==> src/rtl/lfsr_pkg.sv <==
// rtl/lfsr_pkg.sv - shared FSM state, mode and counter constants for lfsr_param
package lfsr_pkg;

    typedef enum logic [1:0] {
        ST_IDLE   = 2'd0,
        ST_RUN    = 2'd1,
        ST_LOCKED = 2'd2
    } lfsr_state_e;

    localparam int LFSR_FIB = 0;
    localparam int LFSR_GAL = 1;

    localparam int LFSR_CNT_W = 32;
    localparam logic [LFSR_CNT_W-1:0] LFSR_CNT_MAX = '1;

endpackage

==> src/rtl/lfsr_step.sv <==
// rtl/lfsr_step.sv - one combinational LFSR step, Fibonacci or Galois form
module lfsr_step
    import lfsr_pkg::*;
#(
    parameter int WIDTH = 64,
    parameter int MODE  = LFSR_FIB
) (
    input  logic [WIDTH-1:0] state_i,
    input  logic [WIDTH-1:0] poly_i,
    output logic [WIDTH-1:0] next_o
);

    generate
        if (MODE == LFSR_GAL) begin : g_gal
            // Galois: shift right, fold the tap mask in when a one falls out of bit 0
            assign next_o = (state_i >> 1) ^ (state_i[0] ? poly_i : '0);
        end else begin : g_fib
            // Fibonacci: parity of the tapped bits enters at the LSB
            assign next_o = {state_i[WIDTH-2:0], ^(state_i & poly_i)};
        end
    endgenerate

endmodule

==> src/rtl/lfsr_param.sv <==
// rtl/lfsr_param.sv - parameterised LFSR with seed load, wrap detect and optional period counter (LFSR_PERIOD_CNT_EN)
module lfsr_param
    import lfsr_pkg::*;
#(
    parameter int WIDTH = 64,
    parameter int STEPS = 1,
    parameter int MODE  = 0
) (
    input  logic                  clk,
    input  logic                  reset,
    input  logic [WIDTH-1:0]      seed,
    input  logic [WIDTH-1:0]      poly,
    input  logic                  load,
    input  logic                  en,
    output logic [WIDTH-1:0]      shift_seed,
    output logic                  valid,
    output logic                  wrap,
    output logic                  lockup,
    output logic [LFSR_CNT_W-1:0] period
);

    lfsr_state_e      state_q, state_d;
    logic [WIDTH-1:0] lfsr_q,  lfsr_d;
    logic [WIDTH-1:0] seed_q,  seed_d;
    logic [WIDTH-1:0] poly_q,  poly_d;
    logic             wrap_q,  wrap_d;

    // STEPS single-step stages chained back to back; only the last result is registered
    logic [STEPS:0][WIDTH-1:0] chain;
    logic [WIDTH-1:0]          step_res;

    assign chain[0] = lfsr_q;

    for (genvar i = 0; i < STEPS; i++) begin : g_chain
        lfsr_step #(
            .WIDTH (WIDTH),
            .MODE  (MODE)
        ) u_step (
            .state_i (chain[i]),
            .poly_i  (poly_q),
            .next_o  (chain[i+1])
        );
    end

    assign step_res = chain[STEPS];

    // Next state: load beats stepping; only RUN advances; a zero result locks up
    always_comb begin
        state_d = state_q;
        lfsr_d  = lfsr_q;
        seed_d  = seed_q;
        poly_d  = poly_q;
        wrap_d  = 1'b0;
        if (load) begin
            seed_d  = seed;
            poly_d  = poly;
            lfsr_d  = seed;
            state_d = (seed != '0) ? ST_RUN : ST_LOCKED;
        end else begin
            case (state_q)
                ST_RUN: begin
                    if (en) begin
                        lfsr_d = step_res;
                        wrap_d = (step_res == seed_q);
                        if (step_res == '0) begin
                            state_d = ST_LOCKED;
                        end
                    end
                end
                default: ;
            endcase
        end
    end

    // State and data registers with synchronous reset
    always_ff @(posedge clk) begin
        if (reset) begin
            state_q <= ST_IDLE;
            lfsr_q  <= '0;
            seed_q  <= '0;
            poly_q  <= '0;
            wrap_q  <= 1'b0;
        end else begin
            state_q <= state_d;
            lfsr_q  <= lfsr_d;
            seed_q  <= seed_d;
            poly_q  <= poly_d;
            wrap_q  <= wrap_d;
        end
    end

    assign shift_seed = lfsr_q;
    assign valid      = (state_q == ST_RUN);
    assign lockup     = (state_q == ST_LOCKED);
    assign wrap       = wrap_q;

`ifdef LFSR_PERIOD_CNT_EN
    logic [LFSR_CNT_W-1:0] cnt_q,    cnt_d;
    logic [LFSR_CNT_W-1:0] period_q, period_d;
    logic [LFSR_CNT_W:0]   cnt_sum;

    // Saturating step counter; period latches the count on the first wrap
    // (a captured period is never zero, so zero doubles as "not yet captured")
    always_comb begin
        cnt_d    = cnt_q;
        period_d = period_q;
        cnt_sum  = {1'b0, cnt_q} + (LFSR_CNT_W+1)'(STEPS);
        if (load) begin
            cnt_d    = '0;
            period_d = '0;
        end else if ((state_q == ST_RUN) && en) begin
            cnt_d = cnt_sum[LFSR_CNT_W] ? LFSR_CNT_MAX : cnt_sum[LFSR_CNT_W-1:0];
            if (wrap_d && (period_q == '0)) begin
                period_d = cnt_d;
            end
        end
    end

    // Counter and captured period registers
    always_ff @(posedge clk) begin
        if (reset) begin
            cnt_q    <= '0;
            period_q <= '0;
        end else begin
            cnt_q    <= cnt_d;
            period_q <= period_d;
        end
    end

    assign period = period_q;
`else
    assign period = '0;
`endif

endmodule

==> config.mk <==
export PLATFORM = sky130hd
export DESIGN_NAME = lfsr_param
export DESIGN_NICKNAME = d
export VERILOG_FILES = /design/src/rtl/lfsr_pkg.sv /design/src/rtl/lfsr_step.sv /design/src/rtl/lfsr_param.sv
export SDC_FILE = /design/constraint.sdc
export NUM_CORES = 1
export LEC_CHECK = 0
export CORE_MARGIN = 4
export CORE_UTILIZATION = 35
export DETAILED_ROUTE_END_ITERATION = 12
export GPL_TIMING_DRIVEN = 0
export PLACE_DENSITY = 0.6
export SYNTH_ARGS = -nofsm -noshare
export SYNTH_HDL_FRONTEND = slang
export SYNTH_HIERARCHICAL = 1
export SYNTH_SLANG_ARGS = --single-unit
==> constraint.sdc <==
create_clock -name clk -period 5.15 [get_ports clk]
set_input_delay 0.515 -clock clk [delete_from_list [all_inputs] [get_ports clk]]
set_output_delay 0.515 -clock clk [all_outputs]
set_load 0.02 [all_outputs]
==> impl.org <==
** Status
- The run finished with clean final reports.

** Layout
- The count of cells in the finished layout, fillers not included, comes to 1772.
- The filler cells instantiated in the layout total 2739.
- The repair_antennas step left the layout with diodes totalling 0.
- Cells with a size suffix above 1 make up between 9 and 10% of the layout.
- Finished Core Util :: ~47%
- The final layout contains between 1.5k and 2k nets.
- Synth-to-Final Area Change :: 31.5%

** Global route
- For this run, the total global-route usage over all layers was measured as between 20% and 30%.
- Antenna violations before repair :: 0
- The total overflow left after global routing is 0.
- Entering global routing, the biggest net connects 17 pins.
- The via count of the first global-routing pass came to approximately 8.4k.
- The first global-routing pass estimated between 50000 and 60000 um of wire.

** Worst setup path
- Data on the critical path arrives at its endpoint at 3.99 ns.
- Traced cell by cell, the critical path runs through nand2_1 > xor2_1 > xnor2_1 > xnor2_1 > xnor2_1 > xnor2_1 > xnor2_1 > xnor2_1 > nand4_1 > nor4_1 > nand4_1 > nor4_2.
- Cell family with the largest share of critical-path delay :: XOR/XNOR gates
- In this run the register-to-register setup slack is 1.49 ns.
- In this run the critical register-to-register path is launched from shift_seed[45].
- The critical path contains buffers and inverters numbering 0 combined.
- Required time of the worst setup path :: about 5.5 ns
- Critical path's slowest cell :: sky130_fd_sc_hd__xnor2_1
- Reg-to-reg critical path endpoint :: wrap
- Cell repeated most along the worst path :: sky130_fd_sc_hd__xnor2_1
- The number of cells on the worst reg-to-reg path is 12.
- Max FO, Critical Path :: 4
- The worst setup path is captured at a flop.
- STA classifies the critical path startpoint as a flop.
- Worst stage delay on the critical path :: 0.51 ns
- By startpoint and endpoint, the worst setup path is classified as flop to flop.

** Timing
- Transition time of the tightest slew-check pin :: approximately 0.93 ns
- Max Freq :: 273 MHz
- Slew headroom :: 38.2%
- Setup repair after global routing left no endpoint under its margin.
- The final max-slew violation count is 0.
- Final setup violation count :: 0
- Final Hold Fails :: 0
- Setup Skew :: 0.00742 ns
- In the final timing run, aggregate negative setup slack is 0 ns.
- Counting I/O delays and the setup requirement, the final critical path takes about 3.7 ns.
- Share of the cycle needed by the critical path after routing :: 71.0%

** Power
- For this design the static power due to leakage is between 0.005 and 0.006 uW.
- Across the VDD grid, the largest voltage drop is 206 uV.
- Power per unit of standard cell area :: roughly 290 nW/um2

** Clocking
- Number of buffers inserted during clock tree synthesis :: 17
- Clock latency reported for the late side of the worst-skew pair :: between 0.4 and 0.5 ns
- Root Driver :: sky130_fd_sc_hd__clkbuf_16
- After clock tree synthesis, the flow added hold-fix buffers numbering 0.
- CTS Buffer Depth :: 2
- After clock tree synthesis, the repair step resized 0 gates.
- CTS sink count :: 195
- After clock tree synthesis, the clock-pin slew on the worst setup and hold paths is about 0.070 ns.
- Once the clock tree was built, the setup fixing pass inserted 0 buffers.
- CTS built an H-tree with a depth of 4.
- CTS tree :: yes

** Floorplanning
- Cell row count :: between 60 and 70
- Core region area :: 27900 um2
- Measured along the x axis, the die boundary spans 176 um.
- Effective utilization at floorplan :: 35.6%
- # IOs :: 231
- The floorplan step set the die height to ~180 um.
- Die footprint :: approximately 31000 um2

** Synth
- Count of unique library cells instantiated by Yosys :: 31
- Fraction of the mapped netlist area in compound gates :: between 7 and 8%
- In the synthesized netlist, mux cells make up 12.9% of the area.
- Post-synthesis adder-cell area fraction :: 0%
- Synthesis produced 1134 cells.
- Top cell type's share of synthesized area :: 39.4%
- Synthesized flop and latch total :: 195
- After synthesis, the largest family of logic cells by area is simple AND/OR/NAND/NOR gates.
- Ranked by total cell area, the synthesized netlist is headed by sky130_fd_sc_hd__dfxtp_1 (39%), sky130_fd_sc_hd__mux2i_1 (13%), sky130_fd_sc_hd__buf_4 (7.2%).
- The share of the Yosys chip area taken by registers is 39.4%.
- Summed instance area of the synthesized netlist :: around 9900 um2
- Simple-gate area share of the yosys netlist :: 19.8%
- The largest total area in the synthesized netlist belongs to sky130_fd_sc_hd__dfxtp_1.
- Xor/xnor share of the synthesized area :: roughly a tenth
- A synthesized cell averages 8.74 um2.
- YS warnings :: 6

** Routing
- The pre-antenna-repair detailed-routing pass consisted of 5 iterations.
- For this run, design rule violations remaining after detail routing come to 0.
- The first routing iteration left 627 violations.
- The count of nets left with antenna violations once routing finished came out at 0.
- Total number of vias :: 8556
- DR vias/cell :: 4.83
- Average routed wire per standard cell :: 19.8 um
- The routed design has 35100 um of wire.

** Placement
- Number of placed instances, taps included :: 1740
- Routability-driven placement finished with a final weighted congestion of 0.901.
- Buffers on Ports :: a little under 200
- Hpwl dp :: 28300 um

** Worst hold path
- Min-Delay Endpoint :: seed_q[21]
- Hold Path Origin :: seed_q[21]
- Cells on Worst Hold Path :: 2
- The min-delay analysis places its worst path in the category flop to flop.

** Flow run
- Max capacitance violation total :: 0
registers in the layout, indices dropped and copies added, names as in the netlist:
register	flops
poly_q	64
seed_q	64
shift_seed	64
state_q	2
wrap	1
cells by family (layout without fill, tap and decap cells):
logic type      Yosys count  in the layout
mux                     128            128
compound gates          142            142
xor+xnor                118            118
simple gates            389            389
flops                   195            195
other cells               1             32
buf+inv                 161            390
worst min-delay path, stage by stage (launching register included):
cell                       delay, ns
sky130_fd_sc_hd__dfxtp_1        0.32
sky130_fd_sc_hd__nand2b_1       0.07
sky130_fd_sc_hd__a21oi_1        0.06
power by group:
part | leakage, uW | internal (uW) | switching, uW
registers | 0.00161 | 1590 | 73.0
logic | 0.00357 | 380 | 417
clock network | 0.000264 | 683 | 623
worst max path at each step:
| stage | from | end | slack [ns] | cells past startpoint |
|---|---|---|---|---|
| floorplan | shift_seed[1] | state_q[0] | 2.62 | 12 |
| global placement | shift_seed[45] | wrap | 1.60 | 12 |
| detailed placement | shift_seed[45] | wrap | 1.65 | 12 |
| CTS | shift_seed[45] | wrap | 1.61 | 12 |
| global route | shift_seed[45] | wrap | 1.52 | 12 |
| finish | shift_seed[45] | wrap | 1.49 | 12 |
final cells by class:
type / instances / area, um2 / share of cell area, %
clock inverters: 11 / 106 / 0.817
clock buffers: 21 / 450 / 3.46
inverters: 9 / 33.8 / 0.259
well taps: 378 / 473 / 3.63
repair buffers: 197 / 1970 / 15.1
flip-flops and latches: 195 / 3900 / 30.0
multi-input cells: 809 / 5140 / 39.5
plain buffers: 152 / 942 / 7.23
metrics by stage:
step / hold WS (ns) / power (uW) / setup slack [ns] / area, um2
after floorplan: 0.450 / 2150 / 2.62 / 10000
after global placement: 0.463 / 2480 / 1.60 / 12500
after detailed placement: 0.468 / 2490 / 1.65 / 12500
after CTS: 0.480 / 3780 / 1.61 / 13000
after global routing: 0.507 / 3900 / 1.52 / 13000
final: 0.484 / 3770 / 1.49 / 13000
placed cells by master, fill, tap and decap left out, types with 4 or more instances in the layout:
cell type and n:
sky130_fd_sc_hd__inv_1 9, sky130_fd_sc_hd__conb_1 32, sky130_fd_sc_hd__clkbuf_1 44, sky130_fd_sc_hd__clkinv_4 4, sky130_fd_sc_hd__clkdlybuf4s50_1 197, sky130_fd_sc_hd__xor2_1 42
sky130_fd_sc_hd__nand4_1 17, sky130_fd_sc_hd__clkbuf_16 17, sky130_fd_sc_hd__dfxtp_1 195, sky130_fd_sc_hd__nand2b_1 64, sky130_fd_sc_hd__nor2_1 65, sky130_fd_sc_hd__o21ai_1 56
sky130_fd_sc_hd__xnor2_1 76, sky130_fd_sc_hd__a21oi_1 65, sky130_fd_sc_hd__buf_1 4, sky130_fd_sc_hd__buf_2 12, sky130_fd_sc_hd__nand2_1 130, sky130_fd_sc_hd__buf_4 95
sky130_fd_sc_hd__mux2i_1 128, sky130_fd_sc_hd__nor2b_1 67, sky130_fd_sc_hd__nor4_1 40, sky130_fd_sc_hd__o21ai_0 10
Yosys cell counts:
library cell,n
sky130_fd_sc_hd__nand2_1,130
sky130_fd_sc_hd__nor2b_1,67
sky130_fd_sc_hd__clkbuf_1,41
sky130_fd_sc_hd__inv_1,9
sky130_fd_sc_hd__or4_1,3
sky130_fd_sc_hd__a22o_1,1
sky130_fd_sc_hd__a221oi_1,2
sky130_fd_sc_hd__a2bb2oi_1,1
sky130_fd_sc_hd__nor4_2,1
sky130_fd_sc_hd__nor2_1,65
sky130_fd_sc_hd__a211oi_1,1
sky130_fd_sc_hd__xnor2_1,76
sky130_fd_sc_hd__o21ai_1,56
sky130_fd_sc_hd__nor4_1,40
sky130_fd_sc_hd__and3b_1,1
sky130_fd_sc_hd__buf_4,95
sky130_fd_sc_hd__o21ai_4,1
sky130_fd_sc_hd__o22ai_1,3
sky130_fd_sc_hd__o41ai_1,1
sky130_fd_sc_hd__conb_1,1
sky130_fd_sc_hd__buf_1,4
sky130_fd_sc_hd__xor2_1,42
sky130_fd_sc_hd__nand4_1,17
sky130_fd_sc_hd__o2bb2ai_1,1
sky130_fd_sc_hd__nand3_1,1
sky130_fd_sc_hd__dfxtp_1,195
sky130_fd_sc_hd__mux2i_1,128
sky130_fd_sc_hd__buf_2,12
sky130_fd_sc_hd__nand2b_1,64
sky130_fd_sc_hd__o21ai_0,10
sky130_fd_sc_hd__a21oi_1,65
layer usage:
layer | vias up | routed length, um | track usage, %
met5 | - | 0 | 0
met3 | 45 | 2690 | 4.52
met2 | 339 | 16000 | 35.6
li1 | 4169 | - | -
met4 | 0 | 920 | 7.18
met1 | 4003 | 15500 | 30.3
Note: power is estimated with default switching activity, not from simulation.
